[config.mk]
export PLATFORM = sky130hd
export DESIGN_NAME = axi_dmem_master
export DESIGN_NICKNAME = d
export VERILOG_FILES = /design/src/rtl/axi_dmem_master_pkg.sv /design/src/rtl/axi_dmem_master.sv
export SDC_FILE = /design/constraint.sdc
export NUM_CORES = 1
export LEC_CHECK = 0
export BUFFER_PORTS_ARGS = -buffer_cell sky130_fd_sc_hd__buf_2
export CAP_MARGIN = 25
export CORE_AREA = 2 2 218 220
export DETAILED_ROUTE_END_ITERATION = 8
export DIE_AREA = 0 0 220 222
export HOLD_SLACK_MARGIN = 0.1
export PLACE_DENSITY = 0.47
export SYNTH_ARGS = -nofsm -noshare
export SYNTH_HDL_FRONTEND = slang
export SYNTH_SLANG_ARGS = --single-unit
[constraint.sdc]
create_clock -name i_clk -period 8.2 [get_ports i_clk]
set_input_delay 0.41 -clock i_clk [delete_from_list [all_inputs] [get_ports i_clk]]
set_output_delay 0.41 -clock i_clk [all_outputs]
set_load 0.02 [all_outputs]
[src/rtl/axi_dmem_master_pkg.sv]
`default_nettype none
// ============================================================================
// Module : axi_dmem_master_pkg
// Brief  : Shared AXI encodings, fixed routing IDs and the FSM state type
//          for the data-side AXI4 master.
// Rev    : 1.0  initial release
// ============================================================================
package axi_dmem_master_pkg;

  localparam logic [1:0] BURST_INCR  = 2'b01;
  localparam logic [1:0] RESP_OKAY   = 2'b00;
  localparam int         DMEM_AXI_ID = 1;
  localparam int         IMEM_AXI_ID = 0;

  typedef enum logic [2:0] {
    ST_IDLE    = 3'd0,
    ST_RD_ADDR = 3'd1,
    ST_RD_DATA = 3'd2,
    ST_WR_REQ  = 3'd3,
    ST_WR_RESP = 3'd4,
    ST_RESP    = 3'd5
  } dmem_state_e;

  function automatic logic resp_is_err(input logic [1:0] resp);
    return (resp != RESP_OKAY);
  endfunction

endpackage
`default_nettype wire

[src/rtl/axi_dmem_master.sv]
`default_nettype none
// ============================================================================
// Module : axi_dmem_master
// Brief  : Converts the CPU load/store port into single-beat AXI4 read or
//          write transactions, one outstanding at a time. Completion is
//          returned to the LSU as a one-cycle rsp_valid pulse.
// Ports  : i_clk, i_rst            clock / async active-high reset
//          req_*                   LSU request (valid/ready handshake)
//          rsp_*                   LSU response pulse, load data, error flag
//          M_AXI_AR* / M_AXI_R*    read address / read data channels
//          M_AXI_AW* / M_AXI_W*    write address / write data channels
//          M_AXI_B*                write response channel
// Rev    : 1.0  initial release
// ============================================================================
module axi_dmem_master
  import axi_dmem_master_pkg::*;
#(
  parameter int DATA_WIDTH = 64,
  parameter int ADDR_WIDTH = 64,
  parameter int ID_WIDTH   = 4,
  parameter int STRB_WIDTH = DATA_WIDTH / 8,
  parameter int USER_WIDTH = 1,
  parameter int AXI_ID     = DMEM_AXI_ID
) (
  input  logic                  i_clk,
  input  logic                  i_rst,
  // LSU request
  input  logic                  req_valid,
  output logic                  req_ready,
  input  logic                  req_we,
  input  logic [ADDR_WIDTH-1:0] req_addr,
  input  logic [2:0]            req_size,
  input  logic [DATA_WIDTH-1:0] req_wdata,
  input  logic [STRB_WIDTH-1:0] req_wstrb,
  // LSU response
  output logic                  rsp_valid,
  output logic [DATA_WIDTH-1:0] rsp_rdata,
  output logic                  rsp_err,
  // Read address channel
  output logic [ADDR_WIDTH-1:0] M_AXI_ARADDR,
  output logic                  M_AXI_ARVALID,
  input  logic                  M_AXI_ARREADY,
  output logic [7:0]            M_AXI_ARLEN,
  output logic [ID_WIDTH-1:0]   M_AXI_ARID,
  output logic [2:0]            M_AXI_ARSIZE,
  output logic [1:0]            M_AXI_ARBURST,
  output logic                  M_AXI_ARLOCK,
  output logic [3:0]            M_AXI_ARCACHE,
  output logic [2:0]            M_AXI_ARPROT,
  output logic [3:0]            M_AXI_ARQOS,
  output logic [3:0]            M_AXI_ARREGION,
  output logic [USER_WIDTH-1:0] M_AXI_ARUSER,
  // Read data channel
  input  logic [DATA_WIDTH-1:0] M_AXI_RDATA,
  input  logic                  M_AXI_RLAST,
  input  logic                  M_AXI_RVALID,
  input  logic [ID_WIDTH-1:0]   M_AXI_RID,
  input  logic [1:0]            M_AXI_RRESP,
  output logic                  M_AXI_RREADY,
  // Write address channel
  output logic [ADDR_WIDTH-1:0] M_AXI_AWADDR,
  output logic                  M_AXI_AWVALID,
  input  logic                  M_AXI_AWREADY,
  output logic [7:0]            M_AXI_AWLEN,
  output logic [ID_WIDTH-1:0]   M_AXI_AWID,
  output logic [2:0]            M_AXI_AWSIZE,
  output logic [1:0]            M_AXI_AWBURST,
  output logic                  M_AXI_AWLOCK,
  output logic [3:0]            M_AXI_AWCACHE,
  output logic [2:0]            M_AXI_AWPROT,
  output logic [3:0]            M_AXI_AWQOS,
  output logic [3:0]            M_AXI_AWREGION,
  output logic [USER_WIDTH-1:0] M_AXI_AWUSER,
  // Write data channel
  output logic [DATA_WIDTH-1:0] M_AXI_WDATA,
  output logic [STRB_WIDTH-1:0] M_AXI_WSTRB,
  output logic                  M_AXI_WLAST,
  output logic                  M_AXI_WVALID,
  input  logic                  M_AXI_WREADY,
  output logic [USER_WIDTH-1:0] M_AXI_WUSER,
  // Write response channel
  input  logic [ID_WIDTH-1:0]   M_AXI_BID,
  input  logic [1:0]            M_AXI_BRESP,
  input  logic                  M_AXI_BVALID,
  output logic                  M_AXI_BREADY
);

  localparam logic [ID_WIDTH-1:0] c_axi_id = ID_WIDTH'(AXI_ID);

  dmem_state_e           r_state;
  logic [ADDR_WIDTH-1:0] r_addr;
  logic [2:0]            r_size;
  logic [DATA_WIDTH-1:0] r_wdata;
  logic [STRB_WIDTH-1:0] r_wstrb;
  logic [DATA_WIDTH-1:0] r_rdata;
  logic                  r_err;
  logic                  r_req_ready;
  logic                  r_rsp_valid;
  logic                  r_arvalid;
  logic                  r_rready;
  logic                  r_awvalid;
  logic                  r_wvalid;
  logic                  r_bready;
  logic                  r_aw_done;
  logic                  r_w_done;

  // AW and W complete independently; a channel counts as finished if it
  // completed earlier or is completing on this edge.
  logic w_aw_hs, w_w_hs, w_aw_fin, w_w_fin;
  assign w_aw_hs  = r_awvalid & M_AXI_AWREADY;
  assign w_w_hs   = r_wvalid  & M_AXI_WREADY;
  assign w_aw_fin = r_aw_done | w_aw_hs;
  assign w_w_fin  = r_w_done  | w_w_hs;

  // A beat that is not the last, or that carries a foreign ID, is still
  // consumed so the bus never hangs, but is reported as an error.
  logic w_rd_err;
  assign w_rd_err = resp_is_err(M_AXI_RRESP) | ~M_AXI_RLAST | (M_AXI_RID != c_axi_id);

  // BID carries no information for a single-outstanding master.
  logic w_unused_bid;
  assign w_unused_bid = ^M_AXI_BID;

  always_ff @(posedge i_clk or posedge i_rst) begin
    if (i_rst) begin
      r_state     <= ST_IDLE;
      r_addr      <= '0;
      r_size      <= '0;
      r_wdata     <= '0;
      r_wstrb     <= '0;
      r_rdata     <= '0;
      r_err       <= 1'b0;
      r_req_ready <= 1'b0;
      r_rsp_valid <= 1'b0;
      r_arvalid   <= 1'b0;
      r_rready    <= 1'b0;
      r_awvalid   <= 1'b0;
      r_wvalid    <= 1'b0;
      r_bready    <= 1'b0;
      r_aw_done   <= 1'b0;
      r_w_done    <= 1'b0;
    end else begin
      r_rsp_valid <= 1'b0;
      case (r_state)
        ST_IDLE: begin
          r_req_ready <= 1'b1;
          if (req_valid && r_req_ready) begin
            r_req_ready <= 1'b0;
            r_addr      <= req_addr;
            r_size      <= req_size;
            r_wdata     <= req_wdata;
            r_wstrb     <= req_wstrb;
            r_rdata     <= '0;
            r_err       <= 1'b0;
            if (req_we) begin
              r_awvalid <= 1'b1;
              r_wvalid  <= 1'b1;
              r_aw_done <= 1'b0;
              r_w_done  <= 1'b0;
              r_state   <= ST_WR_REQ;
            end else begin
              r_arvalid <= 1'b1;
              r_state   <= ST_RD_ADDR;
            end
          end
        end
        ST_RD_ADDR: begin
          // ARVALID is held regardless of how long the interconnect stalls.
          if (M_AXI_ARREADY) begin
            r_arvalid <= 1'b0;
            r_rready  <= 1'b1;
            r_state   <= ST_RD_DATA;
          end
        end
        ST_RD_DATA: begin
          if (M_AXI_RVALID) begin
            r_rready    <= 1'b0;
            r_rdata     <= M_AXI_RDATA;
            r_err       <= w_rd_err;
            r_rsp_valid <= 1'b1;
            r_state     <= ST_RESP;
          end
        end
        ST_WR_REQ: begin
          if (w_aw_hs) begin
            r_awvalid <= 1'b0;
            r_aw_done <= 1'b1;
          end
          if (w_w_hs) begin
            r_wvalid <= 1'b0;
            r_w_done <= 1'b1;
          end
          if (w_aw_fin && w_w_fin) begin
            r_aw_done <= 1'b0;
            r_w_done  <= 1'b0;
            r_bready  <= 1'b1;
            r_state   <= ST_WR_RESP;
          end
        end
        ST_WR_RESP: begin
          if (M_AXI_BVALID) begin
            r_bready    <= 1'b0;
            r_err       <= resp_is_err(M_AXI_BRESP);
            r_rsp_valid <= 1'b1;
            r_state     <= ST_RESP;
          end
        end
        ST_RESP: begin
          // rsp_valid is high during this state; ready returns for IDLE.
          r_req_ready <= 1'b1;
          r_state     <= ST_IDLE;
        end
        default: begin
          r_req_ready <= 1'b0;
          r_arvalid   <= 1'b0;
          r_rready    <= 1'b0;
          r_awvalid   <= 1'b0;
          r_wvalid    <= 1'b0;
          r_bready    <= 1'b0;
          r_state     <= ST_IDLE;
        end
      endcase
    end
  end

  assign req_ready      = r_req_ready;
  assign rsp_valid      = r_rsp_valid;
  assign rsp_rdata      = r_rdata;
  assign rsp_err        = r_err;

  assign M_AXI_ARADDR   = r_addr;
  assign M_AXI_ARVALID  = r_arvalid;
  assign M_AXI_ARLEN    = 8'd0;
  assign M_AXI_ARID     = c_axi_id;
  assign M_AXI_ARSIZE   = r_size;
  assign M_AXI_ARBURST  = BURST_INCR;
  assign M_AXI_ARLOCK   = 1'b0;
  assign M_AXI_ARCACHE  = 4'd0;
  assign M_AXI_ARPROT   = 3'd0;
  assign M_AXI_ARQOS    = 4'd0;
  assign M_AXI_ARREGION = 4'd0;
  assign M_AXI_ARUSER   = '0;
  assign M_AXI_RREADY   = r_rready;

  assign M_AXI_AWADDR   = r_addr;
  assign M_AXI_AWVALID  = r_awvalid;
  assign M_AXI_AWLEN    = 8'd0;
  assign M_AXI_AWID     = c_axi_id;
  assign M_AXI_AWSIZE   = r_size;
  assign M_AXI_AWBURST  = BURST_INCR;
  assign M_AXI_AWLOCK   = 1'b0;
  assign M_AXI_AWCACHE  = 4'd0;
  assign M_AXI_AWPROT   = 3'd0;
  assign M_AXI_AWQOS    = 4'd0;
  assign M_AXI_AWREGION = 4'd0;
  assign M_AXI_AWUSER   = '0;

  assign M_AXI_WDATA    = r_wdata;
  assign M_AXI_WSTRB    = r_wstrb;
  assign M_AXI_WLAST    = 1'b1;
  assign M_AXI_WVALID   = r_wvalid;
  assign M_AXI_WUSER    = '0;
  assign M_AXI_BREADY   = r_bready;

endmodule
`default_nettype wire

Word-level counts from Yosys, hierarchy flattened
Cells that the tools add are included.
{"block": "totals", "reg_bits": 216, "out_inout_bits": 342}
{"block": "op_classes", "n_reduce_logical": 24, "mux": 43, "n_bitwise": 11, "n_eq_ne": 17}
{"cell": "two-way mux 64 bit", "n": 2}
{"cell": "one-hot mux 64 bit (2 select lines)", "n": 1}
{"cell": "AND reduction 4 bit", "n": 6}
{"cell": "two-way mux 1 bit", "n": 23}
{"cell": "one-hot mux 1 bit (3 select lines)", "n": 7}
{"cell": "OR reduction 4 bit", "n": 5}
{"cell": "!= test 2 bit, second input constant", "n": 9}
{"cell": "two-way mux 3 bit", "n": 5}
{"cell": "one-hot mux 3 bit (5 select lines)", "n": 1}
{"cell": "AND reduction 3 bit", "n": 3}
{"cell": "nonzero test 2 bit", "n": 4}
{"cell": "== test 3 x 2 -> 1 bit, second input constant", "n": 2}
{"cell": "== test 3 bit, second input constant", "n": 2}
{"cell": "!= test 3 bit, second input constant", "n": 2}
{"cell": "one-hot mux 1 bit (2 select lines)", "n": 3}
{"cell": "NOT 1 bit", "n": 5}
{"cell": "AND reduction 5 bit", "n": 1}
{"cell": "!= test 4 x 1 -> 1 bit, second input constant", "n": 1}
{"cell": "OR 1 bit", "n": 4}
{"cell": "== test 3 x 1 -> 1 bit, second input constant", "n": 1}
{"cell": "logical NOT 3 bit", "n": 1}
{"cell": "nonzero test 3 bit", "n": 1}
{"cell": "AND 1 bit", "n": 2}
{"cell": "logical AND 1 bit", "n": 2}
{"cell": "2 further kinds", "n": 2}

Depth between registers and ports, before layout
{"block": "logic_depth", "ltp_word": 5, "depth_mapped": 7, "mapped_depth_nobuf": 4}

Worst setup path before layout
OpenSTA, ideal clock, no wires.
{"block": "synth_timing", "path_kind": "reg2reg", "startpoint": "register r_req_ready, in the netlist req_ready", "endpoint": "register r_addr[0], in the netlist M_AXI_ARADDR[0]", "required_time_ps": 8072, "arrival_time_ps": 1538, "path_slack_ps": 6534, "stages_incl_launch_ff": 6, "setup_ps": 128, "cell_sequence": "dfrtp_1 nand3b_1 nor3_2 buf_4 buf_4 mux2_1"}
{"block": "synth_between", "elab_chain_len": 2}
{"element": "start, declared", "line": "axi_dmem_master.sv:97", "text": "logic r_req_ready;"}
{"element": "start signal, assigned", "line": "axi_dmem_master.sv:133", "text": "r_req_ready <= 1'b0;"}
{"element": "start signal, assigned", "line": "axi_dmem_master.sv:146", "text": "r_req_ready <= 1'b1;"}
{"element": "start signal, assigned", "line": "axi_dmem_master.sv:148", "text": "r_req_ready <= 1'b0;"}
{"element": "logical AND 1 bit", "line": "axi_dmem_master.sv:147", "text": "if (req_valid && r_req_ready) begin"}
{"element": "AND reduction 2 bit (no source line)"}
{"element": "end signal, assigned", "line": "axi_dmem_master.sv:149", "text": "r_addr <= req_addr;"}
{"element": "end, declared", "line": "axi_dmem_master.sv:91", "text": "logic [ADDR_WIDTH-1:0] r_addr;"}
Every way passes these cells.
A chain may end at the register's enable or synchronous reset.

Final worst setup path
{"block": "layout_timing", "startpoint": "register r_state[2]", "endpoint": "register r_addr[35], in the netlist M_AXI_ARADDR[35]"}
{"block": "layout_between", "elab_chain_len": 2}
{"element": "start, declared", "line": "axi_dmem_master.sv:90", "text": "dmem_state_e r_state;"}
{"element": "start signal, assigned", "line": "axi_dmem_master.sv:126", "text": "r_state <= ST_IDLE;"}
{"element": "start signal, assigned", "line": "axi_dmem_master.sv:160", "text": "r_state <= ST_WR_REQ;"}
{"element": "start signal, assigned", "line": "axi_dmem_master.sv:163", "text": "r_state <= ST_RD_ADDR;"}
{"element": "logical NOT 3 bit", "line": "axi_dmem_master.sv:144", "text": "case (r_state)"}
{"element": "AND reduction 2 bit (no source line)"}
Every way passes these cells.

==> results.md <==
- Outcome: finished, final reports clean
- Crit path arrival time: 3610 ps
- Pwr Density: 392 nW/µm²
- Gr ovfl total: 0
- GR Layer Usage met2: 19.7%
- Antenna cells: 0
- Overall die height: 222 µm
- Final period utilization: 39.1%
- CTS tree: yes
- Sequential cell area fraction in the yosys report: 57.5%
- Peak VDD IR: 0.257 mV
- Mean number of vias per cell: 3.74
- Post-CTS setup buffers: 0
- Dpl ws: 4970 ps
- Fillers: 4731
- Cell Chain, Critical Path: nand3b_1 > nor3_4 > buf_4 > buf_4 > mux2_2
- Least-Margin Pin Slew: 984 ps
- Fin. max-slew vios: 0
- Unrepaired setup endpoints after global routing: no
- Max clock buf depth: 3
- Final #Nets: 1634
- Final ANT Viol Nets: 0
- Critical path class: register to register
- Num CTS Buffers: 25
- Clk slew on worst S/H paths: 60 ps
- Main synth FF type: dfrtp_1
- Mapped cell area: 9400 µm²
- Hold WC Path Type: input port to register
- Initial antenna violation count: 0
- CP Max Fanout: 76
- CP dominant cell by count: buf_4
- Largest net degree at the start of global routing: 114
- Number of detailed-route iterations in the first pass: 4
- Post-cts sizing count: 0
- Mapped Cells: 793
- Reg2reg path depth: 5
- Top cell type's share of synthesized area: 57.5%
- Met1 Usage GRT: 11.6%
- Avg Inst Size Synth: 11.9 µm²
- Final core utilization: 31.4%
- Ys async rst share: 100%
- Gr usage total: 10.6%
- Met3 usage: 2.57%
- Via count: 7599
- Clk_lat worst skew: 530 ps
- Starting Density: 20.3%
- Vias in the first global route: 7696
- Synth area leaders: dfrtp_1 58%, buf_4 11%, mux2_1 11%, mux2_2 6.2%, nand2_1 5.6%
- Routed wire length: 27600 µm
- Critical Path RT: 8610 ps
- Final setup viols: 0
- P&R area growth vs syn: 54.3%
- CTS Root Cell: clkbuf_16
- Top cells by count, synth: 216 x dfrtp_1, 141 x buf_4, 140 x nand2_1, 88 x mux2_1, 52 x mux2_2
- FF-to-FF Start: r_state[2]
- Crit path to: M_AXI_ARADDR[35]
- Synth area leader: dfrtp_1
- Peak Freq: 0.312 GHz
- CP top delay family: buffers and inverters
- Slowest stage delay, CP: 780 ps
- Slew HR: 34.4%
- CTS H-tree lvls: 1
- Die area: 48800 µm²
- Final setup TNS: 0 ps
- CP Depth: 5
- # Max-Cap Violations: 0
- YS warnings: 0
- WL per Instance: 13.6 µm
- Flop-to-flop setup slack: 5000 ps
- EDFF count, synth: 0
- Crit end category: register
- Count leader, synth: dfrtp_1
- WP buf/inv: 2
- First-pass GRT wire length: 41500 µm
- Slowest cell on crit path: buf_4
- DRC: 0
- Core area: 46300 µm²
- Synthesized flop and latch total: 216
- GPL Wtd Cong: 0.729
- Detail Placement HPWL: 19300 µm
- Static leakage: 0.00711 µW
- Clock Sinks: 216
- Number of port buffers: 498
- Placement row count: 79
- Top-level port count: 567
- Horiz. Die Dim: 220 µm
- Share of layout cells above drive strength 1: 42.2%
- Clock skew: 15.3 ps
- Min-Delay Path Depth: 3
- Most Crowded Layer GR: met2
- Final WS setup: 5000 ps
- CP startpoint kind: register
- DR iter-0 viols: 206
- Yosys cell types: 35
- Fin crit period: 3200 ps
- R2R Path End: M_AXI_ARADDR[35]
- Critical Path Source: r_state[2]
- Endpoints failing hold: 0
## through the flow
stage	cell area, µm²	std cells	hold slack, ps	total power [µW]
finish	14500	2034	138	5690
global route	14500	2034	108	6090
CTS	14500	2034	105	5790
detailed placement	11800	1794	469	4610
global placement	11800	1794	460	4580
floorplan	9630	855	465	3860
## cell families (layout without fill, tap and decap cells)
group / count (synthesis) / in the layout / share of synthesized area, %
DFF: 216 / 216 / 57.5
AOI/OAI and AO/OA: 96 / 96 / 5.65
buffers and inverters: 177 / 749 / 13.0
and+or+nand+nor: 162 / 162 / 6.94
other: 2 / 64 / 0.0799
muxes: 140 / 140 / 16.8
## how the worst min path moves through the flow
stage,start,end
final,M_AXI_RDATA[35],rsp_rdata[35]
after global routing,req_addr[22],M_AXI_ARADDR[22]
after CTS,M_AXI_RDATA[35],rsp_rdata[35]
after detailed placement,rsp_rdata[37],rsp_rdata[37]
after global placement,rsp_rdata[62],rsp_rdata[62]
after floorplan,r_aw_done,r_aw_done
## timing repair
action,CTS,global route
endpoints found under the hold margin,297,0
hold buffers,195,0
endpoints found under the setup margin,0,0
## state kept, by name, indices dropped and copies added (netlist names), 3 cells and up
name and cells:
M_AXI_ARSIZE 3, rsp_rdata 64, M_AXI_ARADDR 64, M_AXI_WDATA 64, r_state 3, M_AXI_WSTRB 8
## power breakdown
part	leakage, µW	switching, µW	internal (µW)
combinational	0.00403	1720	989
sequential	0.00268	329	1590
clock	0.000396	446	623
## cell type report
cell class | count | area [µm²] | area share [%]
clock buffers | 36 | 737 | 5.08
well taps | 607 | 759 | 5.24
multi-input cells | 462 | 3020 | 20.8
repair buffers | 698 | 4490 | 31.0
inverters | 6 | 30.0 | 0.207
clock inverters | 9 | 55.1 | 0.380
flip-flops and latches | 216 | 5410 | 37.3
## worst min-delay path: cells and delay by family
kind | cells | cell delay (ps)
compound gates | 1 | 70
simple gates | 1 | 40
buf+inv | 1 | 100
## per-layer routing
layer,share of wire (%),wire length [µm]
met2,52,14300
met3,7.8,2160
met4,2.4,662
met1,38,10500
met5,0,0
## placed cells by master, fill, tap and decap left out, types with 2 or more instances in the layout
cell           netlist  layout
buf_2                8     498
dfrtp_1            216     216
dlygate4sd3_1        0     195
nand2_1            140     140
mux2_1              88      88
conb_1               2      64
mux2_2              52      52
o21ai_1             37      37
o21ai_0             35      35
clkbuf_16            0      25
a21oi_1             10      10
nor2_1              10       9
clkbuf_8             0       7
clkinv_2             0       6
inv_1                6       5
clkbuf_1            14       4
buf_4              141       4
nor2b_1              3       3
a32o_1               3       3
nand2b_1             2       2
o21a_1               2       2
inv_6                0       2
(Power assumes the default switching activity.)
